File: src/rtl/sparc_muldiv_iter.sv
// Iterative SPARCv8 multiply/divide: radix-2 shift-add multiplier and restoring divider.
// Define MULDIV_DIV_EN to build the divider; without it divide ops finish at once with illegal_op.
module sparc_muldiv_iter #(
   parameter int unsigned WIDTH = 32,
   parameter int unsigned CNT_W = $clog2(WIDTH + 1)
) (
   input  logic             clk,
   input  logic             reset,
   input  logic             start,
   input  logic [2:0]       op,
   input  logic [WIDTH-1:0] rs1,
   input  logic [WIDTH-1:0] rs2,
   input  logic [WIDTH-1:0] y_in,
   output logic             busy,
   output logic             done,
   output logic [WIDTH-1:0] rd,
   output logic [WIDTH-1:0] y_out,
   output logic [3:0]       icc_out,
   output logic             icc_we,
   output logic             division_by_zero,
   output logic             illegal_op
);
   typedef enum logic [1:0] {StIdle, StRun, StFix, StDone} state_e;

   localparam logic [WIDTH-1:0] MinNeg  = {1'b1, {(WIDTH - 1){1'b0}}};
   localparam logic [WIDTH-1:0] MaxPos  = ~MinNeg;
   localparam logic [CNT_W-1:0] LastCnt = CNT_W'(WIDTH);

   state_e             r_state, w_state_d;
   logic [CNT_W-1:0]   r_cnt;
   logic [2*WIDTH-1:0] r_acc, w_acc_next, w_acc_init, w_prod;
   logic [WIDTH-1:0]   r_opnd, w_opnd_init, r_rd, r_y_out, w_res_rd, w_res_y, w_mag1, w_mag2;
   logic [WIDTH:0]     w_mul_sum;
   logic [3:0]         r_icc;
   logic               r_sign, r_set_icc, r_skip, r_dbz, r_ill;
   logic               w_accept, w_neg1, w_neg2, w_sign, w_skip_req, w_dbz_req, w_ill_req;
   logic               w_res_ovf;
`ifdef MULDIV_DIV_EN
   logic               r_div, r_signed, r_pre_ovf;
   logic [WIDTH-1:0]   r_y, w_q;
   logic               w_negy;
   logic [2*WIDTH-1:0] w_dvd, w_mag_dvd, w_div_next;
   logic [WIDTH:0]     w_rem, w_diff;
`else
   logic               w_unused_y;
`endif

   assign busy             = (r_state == StRun) || (r_state == StFix);
   assign done             = (r_state == StDone);
   assign rd               = r_rd;
   assign y_out            = r_y_out;
   assign icc_out          = r_icc;
   assign division_by_zero = r_dbz;
   assign illegal_op       = r_ill;
   assign icc_we           = done && r_set_icc && !r_dbz && !r_ill;

   assign w_accept   = start && !busy;
   assign w_neg1     = op[0] && rs1[WIDTH-1];
   assign w_neg2     = op[0] && rs2[WIDTH-1];
   assign w_mag1     = w_neg1 ? -rs1 : rs1;
   assign w_mag2     = w_neg2 ? -rs2 : rs2;
   assign w_skip_req = w_dbz_req || w_ill_req;

   // Multiply step: add multiplicand into the high half when the multiplier LSB is set.
   assign w_mul_sum = {1'b0, r_acc[2*WIDTH-1:WIDTH]} + (r_acc[0] ? {1'b0, r_opnd} : '0);
   assign w_prod    = r_sign ? -r_acc : r_acc;

`ifdef MULDIV_DIV_EN
   assign w_negy      = op[0] && y_in[WIDTH-1];
   assign w_dvd       = {y_in, rs1};
   assign w_mag_dvd   = w_negy ? -w_dvd : w_dvd;
   assign w_dbz_req   = op[1] && (rs2 == '0);
   assign w_ill_req   = 1'b0;
   assign w_sign      = op[1] ? (w_negy ^ w_neg2) : (w_neg1 ^ w_neg2);
   assign w_acc_init  = op[1] ? w_mag_dvd : {{WIDTH{1'b0}}, w_mag2};
   assign w_opnd_init = op[1] ? w_mag2 : w_mag1;
   // Restoring step: high half is the partial remainder, quotient bits shift in at the bottom.
   assign w_rem       = {r_acc[2*WIDTH-1:WIDTH], r_acc[WIDTH-1]};
   assign w_diff      = w_rem - {1'b0, r_opnd};
   assign w_div_next  = w_diff[WIDTH] ? {w_rem[WIDTH-1:0], r_acc[WIDTH-2:0], 1'b0}
                                      : {w_diff[WIDTH-1:0], r_acc[WIDTH-2:0], 1'b1};
   assign w_acc_next  = r_div ? w_div_next : {w_mul_sum, r_acc[WIDTH-1:1]};
   assign w_q         = r_acc[WIDTH-1:0];
`else
   assign w_dbz_req   = 1'b0;
   assign w_ill_req   = op[1];
   assign w_sign      = w_neg1 ^ w_neg2;
   assign w_acc_init  = {{WIDTH{1'b0}}, w_mag2};
   assign w_opnd_init = w_mag1;
   assign w_acc_next  = {w_mul_sum, r_acc[WIDTH-1:1]};
   assign w_unused_y  = ^y_in;
`endif

   always_comb begin
      w_res_rd  = w_prod[WIDTH-1:0];
      w_res_y   = w_prod[2*WIDTH-1:WIDTH];
      w_res_ovf = 1'b0;
`ifdef MULDIV_DIV_EN
      if (r_div) begin
         w_res_y = r_y;
         if (!r_signed) begin
            w_res_ovf = r_pre_ovf;
            w_res_rd  = r_pre_ovf ? '1 : w_q;
         end else if (!r_sign) begin
            w_res_ovf = r_pre_ovf || w_q[WIDTH-1];
            w_res_rd  = w_res_ovf ? MaxPos : w_q;
         end else begin
            w_res_ovf = r_pre_ovf || (w_q > MinNeg);
            w_res_rd  = w_res_ovf ? MinNeg : -w_q;
         end
      end
`endif
   end

   always_comb begin
      w_state_d = r_state;
      case (r_state)
         StIdle, StDone: begin
            if (start) w_state_d = w_skip_req ? StFix : StRun;
            else       w_state_d = StIdle;
         end
         // One extra RUN cycle after the last iteration keeps latency at WIDTH+2.
         StRun:   if (r_cnt == LastCnt) w_state_d = StFix;
         StFix:   w_state_d = StDone;
         default: w_state_d = StIdle;
      endcase
   end

   always_ff @(posedge clk) begin
      if (reset) r_state <= StIdle;
      else       r_state <= w_state_d;
   end

   always_ff @(posedge clk) begin
      if (reset) begin
         r_cnt     <= '0;
         r_acc     <= '0;
         r_opnd    <= '0;
         r_sign    <= 1'b0;
         r_set_icc <= 1'b0;
         r_skip    <= 1'b0;
         r_dbz     <= 1'b0;
         r_ill     <= 1'b0;
         r_rd      <= '0;
         r_y_out   <= '0;
         r_icc     <= '0;
`ifdef MULDIV_DIV_EN
         r_div     <= 1'b0;
         r_signed  <= 1'b0;
         r_pre_ovf <= 1'b0;
         r_y       <= '0;
`endif
      end else if (w_accept) begin
         r_cnt     <= '0;
         r_acc     <= w_acc_init;
         r_opnd    <= w_opnd_init;
         r_sign    <= w_sign;
         r_set_icc <= op[2];
         r_skip    <= w_skip_req;
         r_dbz     <= w_dbz_req;
         r_ill     <= w_ill_req;
`ifdef MULDIV_DIV_EN
         r_div     <= op[1];
         r_signed  <= op[0];
         r_pre_ovf <= op[1] && (w_mag_dvd[2*WIDTH-1:WIDTH] >= w_mag2);
         r_y       <= y_in;
`endif
      end else if (r_state == StRun && r_cnt != LastCnt) begin
         r_acc <= w_acc_next;
         r_cnt <= r_cnt + 1'b1;
      end else if (r_state == StFix && !r_skip) begin
         r_rd    <= w_res_rd;
         r_y_out <= w_res_y;
         r_icc   <= {w_res_rd[WIDTH-1], (w_res_rd == '0), w_res_ovf, 1'b0};
      end
   end
endmodule
File: config.mk
export PLATFORM = sky130hd
export DESIGN_NAME = sparc_muldiv_iter
export DESIGN_NICKNAME = d
export VERILOG_FILES = /design/src/rtl/sparc_muldiv_iter.sv
export SDC_FILE = /design/constraint.sdc
export NUM_CORES = 1
export LEC_CHECK = 0
export ABC_AREA = 1
export CAP_MARGIN = 30
export CORE_MARGIN = 3
export CORE_UTILIZATION = 45
export DETAILED_ROUTE_END_ITERATION = 7
export GPL_TIMING_DRIVEN = 0
export PLACE_DENSITY = 0.68
export SYNTH_ARGS = -nofsm -noshare
export SYNTH_HDL_FRONTEND = slang
export SYNTH_SLANG_ARGS = --single-unit
File: constraint.sdc
create_clock -name clk -period 2.5 [get_ports clk]
set_input_delay 0.25 -clock clk [delete_from_list [all_inputs] [get_ports clk]]
set_output_delay 0.25 -clock clk [all_outputs]
set_load 0.02 [all_outputs]
==> out/metrics.yaml <==
status: "finished clean"
finalPower_mw: 17.3
synth_largest_area_cell: "dfxtp_1"
antenna_left: 0
place_ws_ps: -723
drt_pass1_iterations: 5
path_depth: 15
final.setup.tns_ps: 0
cp-start-kind: "register"
clk_path_buf_depth: 2
rr_worst_depth: 15
cp_top_family: "simple AND/OR/NAND/NOR gates"
ir_drop_v: 0.000516
holdCritPathClass: "input port to register"
min_period_ps: 2420
drcViolationCount: 0
cts_tree: "yes"
cts_buffers: 17
critPathBufInv: 4
wl_per_cell_um: 18.4
syn_area_per_cell_um2: 6.09
worst_pin_slew_ps: 901
routed_wl_um: 47500
die_w_um: 172
setup_viol: 0
min_from: "op[2]"
timing.hold.ws_ps: 415
holdPathEnd: "r_set_icc"
yosysTopAreaCellShare: 0.277
num_io_pins: 175
rows: 60
arrival_ps: 2760
ys_warn_count: 0
grt_max_degree: 18
cp.required_ps: 2830
clk_latency_ps: 450
rrSetupSlack_ps: 80
vias: 13878
synth_area_mm2: 0.0124
synthTopCellsByArea: "dfxtp_1 (28%), nand2_1 (15%), inv_1 (8.7%), nor2_1 (8.4%), o21ai_0 (6.5%)"
crit_type: "register to register"
timing.final.crit_share: 0.970
skew_ps: 15.1
die_h_um: 172
relSlewSlack: 0.400
timing.final.ws_setup_ps: 75.8
drive_gt1_frac: 0.0989
diodes: 0
max_freq_mhz: 413
grt_usage: 0.316
start_util: 0.460
rsz0062_at_grt: "yes"
core_mm2: 0.0270
drt_iter0_markers: 947
antenna_found_initial: 0
r2r_end: "r_acc[55]"
port_buffers: 138
place_congestion: 0.995
dp.cells: 2523
drv_cap: 0
worstPathMaxFanout: 6
max_stage_delay_ps: 380
grt_pass1_wl_um: 72400
overflow: 0
hold_depth: 2
leakage_nw: 7.47
die-area_mm2: 0.0297
endpoint_kind: "register"
r2r_start: "r_acc[0]"
clkSinkCount: 172
area_growth_pct: 24.4
hpwl_um: 38800
slew_violations: 0
cpMaxStageDelayCell: "dfxtp_4"
timing.final.hold_violations: 0
ctsHoldBuffers: 0
clk_pin_slew_worst_paths_ps: 80
vias_per_cell: 5.39
instances_no_fill: 2575
grt_pass1_vias: 13436
ys_types: 53
synthCells: 2042
cp_cell_sequence: "clkbuf_16 -> nand2_4 -> inv_4 -> ha_4 -> fa_2 -> nand3_2 -> nand2_4 -> nand2_2 -> nand3_2 -> buf_4 -> nand3_1 -> nand3_1 -> xor2_1 -> o21ai_0 -> inv_1"
powerDensity_mw_per_mm2: 1120
cts-root-buf: "clkbuf_16"
ys_seq_elements: 172
h-tree-depth: 4
nets: 2366
yosysSeqAreaShare: 0.277
==> timing repair <==
action | in CTS | in global routing
cloned | 0 | 0
buffers inserted | 8 | 14
gates resized for setup | 38 | 92
endpoints found under the setup margin | 38 | 56
pin swaps | 6 | 18
==> sequential cells by signal, indices dropped and copies added, names as in the netlist <==
register,flops
icc_out,1
illegal_op,1
r_acc,64
r_cnt,6
r_opnd,32
r_set_icc,1
r_sign,1
r_state,2
rd,32
y_out,32
==> worst max path at each step <==
stage | slack, ps | from | end
6_report | 80 | r_acc[0] | r_acc[55]
5_1_grt | -40 | r_acc[0] | r_acc[59]
4_1_cts | -30 | r_acc[0] | r_acc[60]
3_5_place_dp | -720 | r_acc[0] | r_acc[61]
3_3_place_gp | -700 | r_acc[0] | r_acc[61]
2_1_floorplan | 100 | r_acc[0] | r_acc[53]
==> through the flow <==
step,util,cell area [um^2]
global route,0.573,15500
detailed placement,0.527,14300
finish,0.573,15500
CTS,0.556,15000
floorplan,-,12400
global placement,0.527,14300
==> kinds of logic (layout without fill, tap and decap cells) <==
logic type / Yosys count / count (layout) / synth area share
and+or+nand+nor: 973 / 973 / 0.331
AOI/OAI and AO/OA: 402 / 402 / 0.179
buffers and inverters: 378 / 568 / 0.118
DFF: 172 / 172 / 0.277
xor gates and xnor gates: 74 / 74 / 0.0521
adders and majority gates: 42 / 42 / 0.0429
other: 1 / 3 / 0.000301
==> synth_stat cells, drive strengths merged <==
library cell and instances:
o2111ai 1, nor3 26, nand3b 5, buf 34, nand2 493, conb 1, a21boi 2, o221ai 14
o21a 5, nor4 10, a21oi 141, a211oi 1, dfxtp 172, a32o 4, and2 2, nand4 22
clkinv 3, inv 299, o21bai 3, a31o 1, ha 41, xnor2 11, nor2 299, fa 1
a31oi 9, a22o 2, a21o 12, o21ai 191, and3 1, xor2 63, or2 5, nor3b 1
o211ai 12, o31ai 3, o211a 1, nand3 109, clkbuf 42
==> placed cells by master (no fill, tap or decap), types with 24 or more instances in the layout <==
cell type,instances
dfxtp_1,170
buf_4,26
o21ai_0,152
nand2_1,469
clkbuf_1,36
a21oi_1,127
nand3_1,99
o21ai_1,34
clkdlybuf4s50_1,138
ha_1,24
inv_1,282
nor2_1,268
xor2_1,63
==> report_power, final <==
group / internal, mW / switching (mW) / leakage, nW
clock: 1.42 / 1.34 / 0.274
sequential: 3.67 / 1.00 / 1.41
combinational: 3.38 / 6.54 / 5.79
==> per-layer routing <==
metal / up-vias / GRT usage / routed length [um]
met5: - / 0 / 0
met4: 0 / 0.177 / 3050
met3: 156 / 0.0320 / 2270
met2: 488 / 0.576 / 23500
met1: 6315 / 0.361 / 18600
li1: 6919 / - / -
==> cell type report <==
| type | instances | area, um^2 |
|---|---|---|
| Clock inverter | 14 | 159 |
| Fill cell | 2785 | 11600 |
| Multi-Input combinational cell | 1494 | 7960 |
| Sequential cell | 172 | 3450 |
| Tap cell | 341 | 427 |
| Inverter | 302 | 1140 |
| Timing Repair Buffer | 160 | 1550 |
| Clock buffer | 17 | 425 |
| Buffer | 75 | 369 |
Note: power is estimated with default switching activity, not from simulation.
